--- config.mk ---
export PLATFORM = sky130hd
export DESIGN_NAME = rc5_frame_rx_flat
export DESIGN_NICKNAME = d
export VERILOG_FILES = /design/src/rtl/rc5_frame_rx_if.sv /design/src/rtl/rc5_frame_rx.sv /design/src/flat_wrapper.sv
export SDC_FILE = /design/constraint.sdc
export NUM_CORES = 1
export LEC_CHECK = 0
export ABC_AREA = 1
export CORE_UTILIZATION = 50
export DETAILED_ROUTE_END_ITERATION = 6
export GPL_TIMING_DRIVEN = 0
export PLACE_DENSITY_LB_ADDON = 0.15
export SETUP_SLACK_MARGIN = 0.15
export SYNTH_ARGS = -nofsm -noshare
export SYNTH_HDL_FRONTEND = slang
export SYNTH_SLANG_ARGS = --single-unit
--- constraint.sdc ---
create_clock -name clk -period 2.15 [get_ports clk]
set_input_delay 0.43 -clock clk [delete_from_list [all_inputs] [get_ports clk]]
set_output_delay 0.43 -clock clk [all_outputs]
set_load 0.05 [all_outputs]
--- src/rtl/rc5_frame_rx_if.sv ---
`default_nettype none
// +----------------------------------------------------------------------+
// | Module   : rc5_frame_rx_if                                           |
// | Purpose  : Result bundle of the RC5 frame receiver. It carries the   |
// |            decoded frame together with its status strobes.           |
// | Signals  : frame[13:0] - last good frame, [13]=S1 ... [0]=cmd LSB    |
// |            valid       - one-cycle strobe, frame updated             |
// |            new_press   - toggle changed / first frame (with valid)   |
// |            err         - one-cycle Manchester violation strobe       |
// |            busy        - frame sampling in progress                  |
// | Modports : master (receiver drives), slave (consumer reads)          |
// | Revision : 1.0 - initial release                                     |
// +----------------------------------------------------------------------+
interface rc5_frame_rx_if;
  logic [13:0] frame;
  logic        valid;
  logic        new_press;
  logic        err;
  logic        busy;

  modport master (output frame, valid, new_press, err, busy);
  modport slave  (input  frame, valid, new_press, err, busy);
endinterface
`default_nettype wire

--- src/rtl/rc5_frame_rx.sv ---
`default_nettype none
// +----------------------------------------------------------------------+
// | Module   : rc5_frame_rx                                              |
// | Purpose  : RC5 infrared front end. Synchronises the raw receiver     |
// |            pin and decodes one 14-bit Manchester frame at a time.    |
// | Ports    : clk    - system clock, rising edge                        |
// |            rst    - asynchronous reset, active low                   |
// |            i_rc5  - raw IR receiver pin (idle high, burst low)       |
// |            rx     - result bundle (frame/valid/new_press/err/busy)   |
// | Params   : HALF_BIT - clock cycles per RC5 half-bit, even and >= 4   |
// | Revision : 1.0 - initial release                                     |
// +----------------------------------------------------------------------+
module rc5_frame_rx #(
  parameter int HALF_BIT = 16
) (
  input  wire            clk,
  input  wire            rst,
  input  wire            i_rc5,
  rc5_frame_rx_if.master rx
);

  localparam int                 c_cnt_w     = $clog2(HALF_BIT);
  localparam logic [c_cnt_w-1:0] c_mid       = c_cnt_w'(HALF_BIT / 2);
  localparam logic [c_cnt_w-1:0] c_last_cnt  = c_cnt_w'(HALF_BIT - 1);
  localparam logic [4:0]         c_last_slot = 5'd26;

  typedef enum logic [0:0] {
    ST_IDLE = 1'b0,
    ST_RUN  = 1'b1
  } state_t;

  // Synchroniser and edge-detect history
  logic sync1_q, sync2_q, prev_q;

  // Sequencer state
  state_t             state_q,     state_d;
  logic [c_cnt_w-1:0] cnt_q,       cnt_d;
  logic [4:0]         slot_q,      slot_d;
  logic               first_q,     first_d;
  logic [13:0]        sr_q,        sr_d;

  // Registered outputs and key-press history
  logic [13:0]        frame_q,     frame_d;
  logic               valid_q,     valid_d;
  logic               new_press_q, new_press_d;
  logic               err_q,       err_d;
  logic               busy_q,      busy_d;
  logic               toggle_q,    toggle_d;
  logic               seen_q,      seen_d;

  logic               w_fall;
  logic               w_sample;
  logic [13:0]        w_shifted;

  assign w_fall    = prev_q & ~sync2_q;
  // Slot 0 is the second half of S1, whose value is implied by the start edge.
  assign w_sample  = (cnt_q == c_mid) && (slot_q != 5'd0);
  // A low second half encodes a 1.
  assign w_shifted = {sr_q[12:0], ~sync2_q};

  always_comb begin
    state_d     = state_q;
    cnt_d       = cnt_q;
    slot_d      = slot_q;
    first_d     = first_q;
    sr_d        = sr_q;
    frame_d     = frame_q;
    valid_d     = 1'b0;
    new_press_d = 1'b0;
    err_d       = 1'b0;
    busy_d      = busy_q;
    toggle_d    = toggle_q;
    seen_d      = seen_q;

    case (state_q)
      ST_IDLE: begin
        // The falling edge is mid-bit of S1, so S1 is seeded as 1.
        if (w_fall) begin
          state_d = ST_RUN;
          cnt_d   = '0;
          slot_d  = 5'd0;
          sr_d    = 14'd1;
          busy_d  = 1'b1;
        end
      end

      ST_RUN: begin
        if (cnt_q == c_last_cnt) begin
          cnt_d  = '0;
          slot_d = slot_q + 5'd1;
        end else begin
          cnt_d  = cnt_q + c_cnt_w'(1);
        end

        if (w_sample) begin
          if (slot_q[0]) begin
            // First half of a bit: keep it for the pairing check.
            first_d = sync2_q;
          end else if (first_q == sync2_q) begin
            // No mid-bit transition: not a Manchester symbol.
            err_d   = 1'b1;
            state_d = ST_IDLE;
            busy_d  = 1'b0;
          end else begin
            sr_d = w_shifted;
            if (slot_q == c_last_slot) begin
              frame_d     = w_shifted;
              valid_d     = 1'b1;
              new_press_d = ~seen_q | (w_shifted[11] != toggle_q);
              toggle_d    = w_shifted[11];
              seen_d      = 1'b1;
              state_d     = ST_IDLE;
              busy_d      = 1'b0;
            end
          end
        end
      end

      default: begin
        state_d = ST_IDLE;
        busy_d  = 1'b0;
      end
    endcase
  end

  always_ff @(posedge clk or negedge rst) begin
    if (!rst) begin
      sync1_q     <= 1'b1;
      sync2_q     <= 1'b1;
      prev_q      <= 1'b1;
      state_q     <= ST_IDLE;
      cnt_q       <= '0;
      slot_q      <= 5'd0;
      first_q     <= 1'b0;
      sr_q        <= 14'd0;
      frame_q     <= 14'd0;
      valid_q     <= 1'b0;
      new_press_q <= 1'b0;
      err_q       <= 1'b0;
      busy_q      <= 1'b0;
      toggle_q    <= 1'b0;
      seen_q      <= 1'b0;
    end else begin
      sync1_q     <= i_rc5;
      sync2_q     <= sync1_q;
      prev_q      <= sync2_q;
      state_q     <= state_d;
      cnt_q       <= cnt_d;
      slot_q      <= slot_d;
      first_q     <= first_d;
      sr_q        <= sr_d;
      frame_q     <= frame_d;
      valid_q     <= valid_d;
      new_press_q <= new_press_d;
      err_q       <= err_d;
      busy_q      <= busy_d;
      toggle_q    <= toggle_d;
      seen_q      <= seen_d;
    end
  end

  assign rx.frame     = frame_q;
  assign rx.valid     = valid_q;
  assign rx.new_press = new_press_q;
  assign rx.err       = err_q;
  assign rx.busy      = busy_q;

endmodule
`default_nettype wire
--- src/flat_wrapper.sv ---
// flat-port wrapper written by rule: the top's interface ports become plain ports
module rc5_frame_rx_flat 
#(
  parameter int HALF_BIT = 16
)
  (clk, rst, i_rc5, rx_frame, rx_valid, rx_new_press, rx_err, rx_busy);
  rc5_frame_rx_if rx_i ();
  input  wire clk;
  input  wire rst;
  input  wire i_rc5;
  output wire logic [$bits(rx_i.frame)-1:0] rx_frame;
  output wire logic [$bits(rx_i.valid)-1:0] rx_valid;
  output wire logic [$bits(rx_i.new_press)-1:0] rx_new_press;
  output wire logic [$bits(rx_i.err)-1:0] rx_err;
  output wire logic [$bits(rx_i.busy)-1:0] rx_busy;
  assign rx_frame = rx_i.frame;
  assign rx_valid = rx_i.valid;
  assign rx_new_press = rx_i.new_press;
  assign rx_err = rx_i.err;
  assign rx_busy = rx_i.busy;
  rc5_frame_rx #(.HALF_BIT(HALF_BIT)) u_core (.clk(clk), .rst(rst), .i_rc5(i_rc5), .rx(rx_i));
endmodule
# After elaboration in Yosys (flattened, before gate mapping)
# Index checks and enable logic that the tools add are counted.
[classes]
n_addsub = 2
n_eq_ne = 11
muxes = 37
n_bitwise = 7
n_reduce_logical = 7
[ops]
columns = ["cell", "n"]
rows = [
  ["$mux 13", 4],
  ["$pmux 13 s2", 1],
  ["$mux 1", 24],
  ["$mux 5", 2],
  ["$pmux 5 s2", 1],
  ["$eq 4x4->1 const B", 2],
  ["$mux 4", 2],
  ["$ne 2x2->1 const B", 4],
  ["$pmux 4 s2", 1],
  ["$reduce_and 4->1", 2],
  ["$add 5x1->5 const B", 1],
  ["$eq 5x5->1 const B", 1],
  ["$not 1->1", 5],
  ["$reduce_and 5->1", 1],
  ["$reduce_bool 5->1", 1],
  ["$add 4x1->4 const B", 1],
  ["$pmux 1 s2", 2],
  ["$ne 3x3->1 const B", 1],
  ["$reduce_and 3->1", 1],
  ["$ne 2x1->1 const B", 1],
  ["$reduce_and 2->1", 1],
  ["$and 1x1->1", 1],
  ["$eq 1x1->1", 1],
  ["$logic_and 1x1->1", 1],
  ["other kinds (2)", 2],
]
[totals]
reg_bits = 47
elab_cells = 79

# Logic depth before layout (Yosys ltp)
# Gate-level depths: netlist of the first run.
[depth]
ltp_word = 7
mapped_depth = 11
mapped_depth_nobuf = 10

# Worst setup path after synthesis of the first run
# No wires, ideal clock.
[synth_timing]
kind = "register -> register"
start = "register u_core.slot_q[0]"
end = "register u_core.sr_q[10]"
setup_time_ns = 0.117
t_arrival_ns = 1.410
required_time_ns = 2.033
setup_slack_ns = 0.623
path_stages_with_launch = 11
path_buffers = 1
synth_period_minus_slack_ns = 1.527
path_cell_list = "dfrtp_1 > inv_1 > ha_1 > inv_1 > nor2_1 > nand2_1 > nand3_2 > nand2_4 > buf_4 > nand3b_1 > nand2_1"
[synth_between]
elab_chain_cells = 4
[synth_rtl]
columns = ["item", "line", "text"]
rows = [
  ["start: declaration", "rc5_frame_rx.sv:38", "logic [4:0] slot_q, slot_d;"],
  ["start signal: assignment", "rc5_frame_rx.sv:149", "slot_q <= slot_d;"],
  ["$reduce_bool 5->1", "rc5_frame_rx.sv:57", "assign w_sample = (cnt_q == c_mid) && (slot_q != 5'd0);"],
  ["$logic_and 1x1->1", "rc5_frame_rx.sv:57", ""],
  ["$ne 2x2->1 (no line)", "-", ""],
  ["$reduce_and 4->1 (no line) *", "-", ""],
  ["end signal: assignment", "rc5_frame_rx.sv:151", "sr_q <= sr_d;"],
  ["end: declaration", "rc5_frame_rx.sv:40", "logic [13:0] sr_q, sr_d;"],
]
# Every way passes the cells marked *; elsewhere a longest branch is shown, timed or not.
# A chain may end at the register's enable or synchronous reset.

# Worst setup path in the final report of the first run
[layout_timing]
start = "register u_core.frame_q[6] (netlist: u_core.rx.frame[6])"
end = "output port rx_frame[6]"
[layout_rtl]
columns = ["item", "line", "text"]
rows = [
  ["start: declaration", "rc5_frame_rx.sv:43", "logic [13:0] frame_q, frame_d;"],
  ["start signal: assignment", "rc5_frame_rx.sv:152", "frame_q <= frame_d;"],
  ["end: declaration", "flat_wrapper.sv:11", "output wire logic [$bits(rx_i.frame)-1:0] rx_frame;"],
]
# No word-level cell between the ends.

==> impl_summary.txt, run 1 <==
----------------------------------------------------
[STA]
  Tightest Pin Transition ... ~570 ps
  Setup violation total in the final timing report ... 0
  Upper clock frequency limit ... 516 MHz
  Hold Violations, Final ... 0
  Final period demand of the worst path ... 1940 ps
  RSZ-0062 raised after global routing ... no
  Total count of max-transition violations in the final report ... 0
  Setup total negative slack ... 0 ps
  Setup skew after layout ... a little over 8 ps
  Share of the clock period used by the worst path after layout ... between 90% and 100%
  Remaining max-slew budget at the tightest pin ... 61.7%
  Setup WS post-layout ... about 210 ps

[GRT]
  Pin count of the biggest net entering global routing ... 25
  Global routing usage on met1 ... a little over a quarter
  Met3 Track Usage GR ... 3.46%
  GRT Util Overall ... about a fifth
  Global route total overflow ... 0
  Via count of the first global-routing pass ... roughly 1600
  Global routing usage on met2 ... 29.2%
  Global-route wire length before repair ... between 7000 and 8000 um
  Most used routing layer in global routing ... met2
  Antenna violations before repair ... 0

[Placement]
  Routability Congestion ... 0.776
  DP Wirelength ... roughly 2800 um
  Port Buffers ... 20
  Pre-CTS setup slack ... roughly 450 ps

[Drt]
  Count of TritonRoute iterations in the first routing pass ... 4
  Total routed wirelength ... 3990 um
  Post-route DRC violation count ... 0
  Vias ... between 1500 and 2000
  Mean routed wirelength per cell ... about 12 um
  Iter 0 DRT Violations ... 68
  Post-detailed-route count of antenna-violating nets ... 0
  Per-cell via count in the routed design ... slightly below 5

[Floorplanning]
  Total core area ... 4410 um^2
  Full die area ... slightly below 5000 um^2
  Width of the chip ... roughly 70 um
  Die Height ... ~70 um
  Boundary Pins ... 21
  Standard-cell row count ... 24
  Effective utilization at floorplan ... about 52%

[Synth]
  Async set-or-reset flop fraction in the synthesized netlist ... 100%
  Number of standard cells after synthesis ... 242
  Most repeated cell in the gate-level netlist after synthesis ... nand2_1
  Portion of the post-synthesis area used by sequential elements ... between 40% and 50%
  Cell area after synthesis ... between 2000 and 2500 um^2
  Commonest register cell after synthesis ... dfrtp_1
  Number of synthesized register bits ... 46
  Average cell area after synthesis ... about 9.6 um^2
  Most instantiated cells after synthesis ... nand2_1 (52), dfrtp_1 (43), inv_1 (30), nand2_2 (22), o21ai_2 (14)
  Number of enable-type register cells in the synthesized netlist ... 0
  Biggest area contributors in the synthesized netlist ... dfrtp_1 (46%), nand2_1 (8.4%), nand2_2 (5.9%)
  Area share of the leading cell type in the synthesized netlist ... a little under half
  Number of distinct library cells after synthesis ... 31
  Ys Warns ... 0
  Cell type contributing the most total cell area after synthesis ... dfrtp_1
  Post-Synthesis Net Count ... 250

[Cells and area]
  Core utilization of the finished layout ... between 60% and 70%
  Layout cell share with drive strength beyond 1 ... a little over a quarter
  Ant. Diodes ... 0
  Final-stage net count ... between 200 and 300
  P&R area growth vs syn ... 16.4%

[Clocking]
  Clock tree from TritonCTS ... done
  Maximum clock insertion buffer count ... 2
  Post-CTS Repair Setup Buffers ... 0
  Worst-skew pair later-pin latency ... approximately 300 ps
  Cell chosen for the clock root ... clkbuf_8
  Clock transition at path regs ... 90 ps
  Max H-tree Level ... 2
  TritonCTS buffer count ... 5
  Total clock sinks ... 46

[Critical path]
  Critical path depth in cells ... 1
  R2R Path Start ... u_core.slot_q[0]$_DFFE_PN0P_
  Cells along the critical path ... clkdlybuf4s50_1
  Required time of the worst setup path ... ~1700 ps
  Crit path max-delay cell type ... clkdlybuf4s50_1
  Number of cell instances on the worst register-to-register path ... 10
  Peak fanout along the critical path ... 2
  Critical path's top delay family ... buffers and inverters
  Endpoint of the worst register-to-register path ... u_core.sr_q[2]$_DFFE_PN0P_
  Type of element capturing the critical path ... output pin
  Startpoint Class ... flop
  Slack of the worst reg-to-reg path ... between 400 and 500 ps
  Kind of critical path ... reg -> out
  Buf/Inv on CP ... 1
  Arr. time, crit path ... 1510 ps
  CP peak stage delay ... a little over 800 ps

[Status]
  Result of the run ... completed

[Power and ir drop]
  Leak pwr ... ~1.3 nW
  Worst vdd rail ir drop ... 0.496 mV
  Power per standard cell area ... roughly 860 nW/um^2

[Job]
  Max cap viols ... 0

[Worst hold path]
  Path type of the worst min-delay path ... in -> async

----------------------------------------------------
==> flip-flops by register name, indices dropped and copies added, names as in the netlist, 4 cells and up <==
register	cells
u_core.cnt_q	4
u_core.rx.frame	14
u_core.sr_q	13
u_core.slot_q	5
==> area by class of cell <==
cell class / instances / area, um^2
flip-flops and latches: 46 / 1150
inverters: 33 / 129
clock inverters: 3 / 25.0
repair buffers: 21 / 221
plain buffers: 10 / 95.1
fillers: 391 / 1720
well taps: 52 / 65.1
clock buffers: 5 / 68.8
multi-input cells: 153 / 938
==> how the worst max path moves through the flow <==
stage	start	end	slack, ps
5_1_grt	u_core.rx.frame[7]$_DFFE_PN0P_	rx_frame[7]	170
3_5_place_dp	u_core.rx.frame[11]$_DFFE_PN0P_	rx_frame[11]	450
2_1_floorplan	u_core.slot_q[0]$_DFFE_PN0P_	u_core.sr_q[10]$_DFFE_PN0P_	620
6_report	u_core.rx.frame[6]$_DFFE_PN0P_	rx_frame[6]	210
3_3_place_gp	rst	u_core.sr_q[2]$_DFFE_PN0P_	-680
4_1_cts	u_core.rx.frame[6]$_DFFE_PN0P_	rx_frame[6]	200
==> per-layer routing <==
metal	vias to the layer above	routed length [um]
li1	806	-
met1	752	2040
met2	28	1770
met3	7	105
met4	0	70
met5	-	0
==> power breakdown <==
| part | leakage [nW] | total, mW | internal, mW | switching [mW] |
|---|---|---|---|---|
| combinational | 0.634 | 0.678 | 0.254 | 0.424 |
| clock | 0.0447 | 0.548 | 0.235 | 0.313 |
| sequential | 0.609 | 1.09 | 0.976 | 0.112 |
| total | 1.29 | 2.31 | 1.46 | 0.849 |
==> cell usage in the layout (no fill, tap or decap), drive strengths merged <==
master / instances
xor2: 2
clkinvlp: 1
dfstp: 3
nor3: 1
nor3b: 1
dfrtp: 43
nor2: 12
buf: 10
clkbuf: 7
inv: 34
clkdlybuf4s50: 18
nand3: 12
nand4: 2
o22ai: 2
xnor2: 2
ha: 5
dlygate4sd2: 1
o32ai: 1
o21ai: 21
a21oi: 3
clkinv: 1
nand3b: 12
nand2: 77
==> repair_timing <==
| item | in CTS | in global routing |
|---|---|---|
| hold buffers | 0 | 0 |
| setup endpoints to repair | 1 | 0 |
| gates resized for setup | 1 | 0 |
==> metrics by stage <==
stage	instances	hold WS [ps]	total power, mW	area [um^2]
floorplan	242	134	1.63	2320
global placement	314	346	1.76	2580
detailed placement	315	348	1.79	2610
CTS	323	122	2.35	2700
global route	323	139	2.48	2700
finish	323	112	2.31	2700
==> cells by family (layout without fill, tap and decap cells) <==
| family | after synthesis | after routing | synth area share (%) |
|---|---|---|---|
| XOR/XNOR | 4 | 4 | 1.51 |
| AO/OA/AOI/OAI | 27 | 27 | 9.18 |
| buffers and inverters | 43 | 72 | 9.67 |
| flip-flops | 46 | 46 | 49.8 |
| adder cells (fa/ha/maj) | 5 | 5 | 2.70 |
| AND/OR/NAND/NOR | 117 | 117 | 27.1 |
Power figures use the tool's default switching activity.
==> run 2: changes to the inputs <==
Settings changed: SETUP_SLACK_MARGIN 0.15 to 0.05.
==> run 2 against run 1 <==
First-iteration DRC count unchanged. Clock skew unchanged. Power unchanged. Die area unchanged. Worst hold slack unchanged. Clock power about the same. Largest power group unchanged.
==> impl_summary.txt, run 2 (synthesis gave the netlist of run 1 again) <==
----------------------------------------------------
[Floorplanning]
  Die Height ... 70.1 um
  Full die area ... around 4900 um^2
  Effective utilization at floorplan ... between 50% and 60%
  Width of the chip ... roughly 70 um
  Boundary Pins ... 21
  Total core area ... about 4400 um^2
  Standard-cell row count ... 24

[Drt]
  Vias ... 1593
  Post-detailed-route count of antenna-violating nets ... 0
  Per-cell via count in the routed design ... 4.93
  Iter 0 DRT Violations ... 68
  Total routed wirelength ... approximately 4000 um
  Count of TritonRoute iterations in the first routing pass ... 4
  Mean routed wirelength per cell ... 12.4 um
  Post-route DRC violation count ... 0

[Power and ir drop]
  Worst vdd rail ir drop ... just under 0.5 mV
  Leak pwr ... between 1 and 1.5 nW
  Power per standard cell area ... between 800 and 900 nW/um^2

[Critical path]
  Required time of the worst setup path ... 1720 ps
  Type of element capturing the critical path ... output pin
  Kind of critical path ... reg -> out
  Startpoint Class ... flop
  Arr. time, crit path ... ~1600 ps
  Peak fanout along the critical path ... 3

[Clocking]
  Total clock sinks ... 46
  TritonCTS buffer count ... 5
  Count of instances resized after the clock tree is built ... 0
  Worst-skew pair later-pin latency ... around 300 ps
  Maximum clock insertion buffer count ... 2
  Clock tree from TritonCTS ... done
  Post-CTS Repair Setup Buffers ... 0
  Cell chosen for the clock root ... clkbuf_8
  Clock transition at path regs ... around 90 ps
  Max H-tree Level ... 2
  Hold_buf cts ... 0

[STA]
  Worst hold margin ... 112 ps
  Setup WS post-layout ... around 110 ps
  Final period demand of the worst path ... a little over 2000 ps
  Setup violation total in the final timing report ... 0
  Setup total negative slack ... 0 ps
  RSZ-0062 raised after global routing ... no
  Tightest Pin Transition ... ~570 ps
  Total count of max-transition violations in the final report ... 0
  Upper clock frequency limit ... roughly 490 MHz
  Remaining max-slew budget at the tightest pin ... 61.7%
  Setup skew after layout ... around 8.1 ps
  Hold Violations, Final ... 0
  Share of the clock period used by the worst path after layout ... 94.8%

[Placement]
  Routability Congestion ... a little under 0.8
  DP Wirelength ... 2820 um
  Pre-CTS setup slack ... 449 ps
  Port Buffers ... 20
  Number of placed instances, taps included ... 315

[GRT]
  Global-route wire length before repair ... roughly 7400 um
  Pin count of the biggest net entering global routing ... 25
  Via count of the first global-routing pass ... about 1600
  GRT Util Overall ... about a fifth
  Antenna violations before repair ... 0
  Global route total overflow ... 0

[Cells and area]
  Flip-flop count of the largest register, all copies and words added ... 14
  Most frequent cells in the layout ... nand2_1 (52), dfrtp_1 (43), inv_1 (30)
  P&R area growth vs syn ... 16.5%
  Leading cell type in the layout, fill and taps excluded ... nand2_1
  Ant. Diodes ... 0
  Final-stage net count ... 278
  Layout cell share with drive strength beyond 1 ... a little over a quarter
  Final cell count without fillers ... 323

[Job]
  Max cap viols ... 0

[Status]
  Result of the run ... completed

[Worst hold path]
  Path type of the worst min-delay path ... in -> async

----------------------------------------------------
-- run 2: cell count changes in the layout (fill, tap and decap cells not counted) --
cell	delta
clkdlybuf4s50_1	+1
dlygate4sd2_1	-1
-- run 2: path summary, 6_finish.rpt --
path | cells after the start | slack [ps] | startpoint | to
setup reg to reg | 10 | 450 | u_core.slot_q[0]$_DFFE_PN0P_ | u_core.sr_q[2]$_DFFE_PN0P_
setup / recovery | 2 | 110 | u_core.rx.frame[11]$_DFFE_PN0P_ | rx_frame[11]
max in group asynchronous | 2 | 1440 | rst | u_core.sync2_q$_DFF_PN1_
min in group clk | 0 | 360 | u_core.sync1_q$_DFF_PN1_ | u_core.sync2_q$_DFF_PN1_
hold reg to reg | 0 | 360 | u_core.sync1_q$_DFF_PN1_ | u_core.sync2_q$_DFF_PN1_
hold / removal | 1 | 110 | rst | u_core.rx.frame[7]$_DFFE_PN0P_
-- run 2: metrics by stage --
| stage | util, % | area, um^2 | total power [mW] |
|---|---|---|---|
| floorplan | - | 2320 | 1.63 |
| global route | 61.1 | 2700 | 2.48 |
| finish | 61.1 | 2700 | 2.31 |
| CTS | 61.1 | 2700 | 2.35 |
| global placement | 58.5 | 2580 | 1.76 |
| detailed placement | 59.0 | 2610 | 1.79 |
-- run 2: routing by layer --
layer,track usage (%),vias up,part of all wire [%]
met1,27.3,752,51
met2,29.2,28,44
met4,7.33,0,1.8
li1,-,806,-
met5,0,-,0
met3,3.46,7,2.6
-- run 2: area by class of cell --
cell class / count / area [um^2]
timing repair buffer: 21 / 223
multi-input combinational: 153 / 938
sequential: 46 / 1150
tap: 52 / 65.1
buffer: 10 / 95.1
fill: 392 / 1720
clock buffer: 5 / 68.8
clock inverter: 3 / 25.0
inverter: 33 / 129
-- run 2: power breakdown --
group | switching (mW) | internal [mW]
Clock | 0.313 | 0.235
Combinational | 0.424 | 0.254
Sequential | 0.112 | 0.976
-- run 2: critical path, stage by stage, from the launching register on --
cell and delay (ps):
dfrtp_1 400, buf_4 120, clkdlybuf4s50_1 780
==> run 3: changes to the inputs <==
Settings changed: CTS_BUF_LIST from default to sky130_fd_sc_hd__clkbuf_8 sky130_fd_sc_hd__clkbuf_16.
Clock period 2.15 ns to 2.45 ns, I/O delays scaled along.
==> results of run 3 <==
Same layout as run 2 (identical final DEF). Status: completed.
Main changes from that run: setup slack after placement 449 ps -> 689 ps; setup slack after layout 111 ps -> 351 ps; hold slack 112 ps -> 172 ps; register-to-register setup slack 450 ps -> 750 ps; total power 2.31 mW -> 2.03 mW; worst IR drop on VDD 0.496 mV -> 0.435 mV
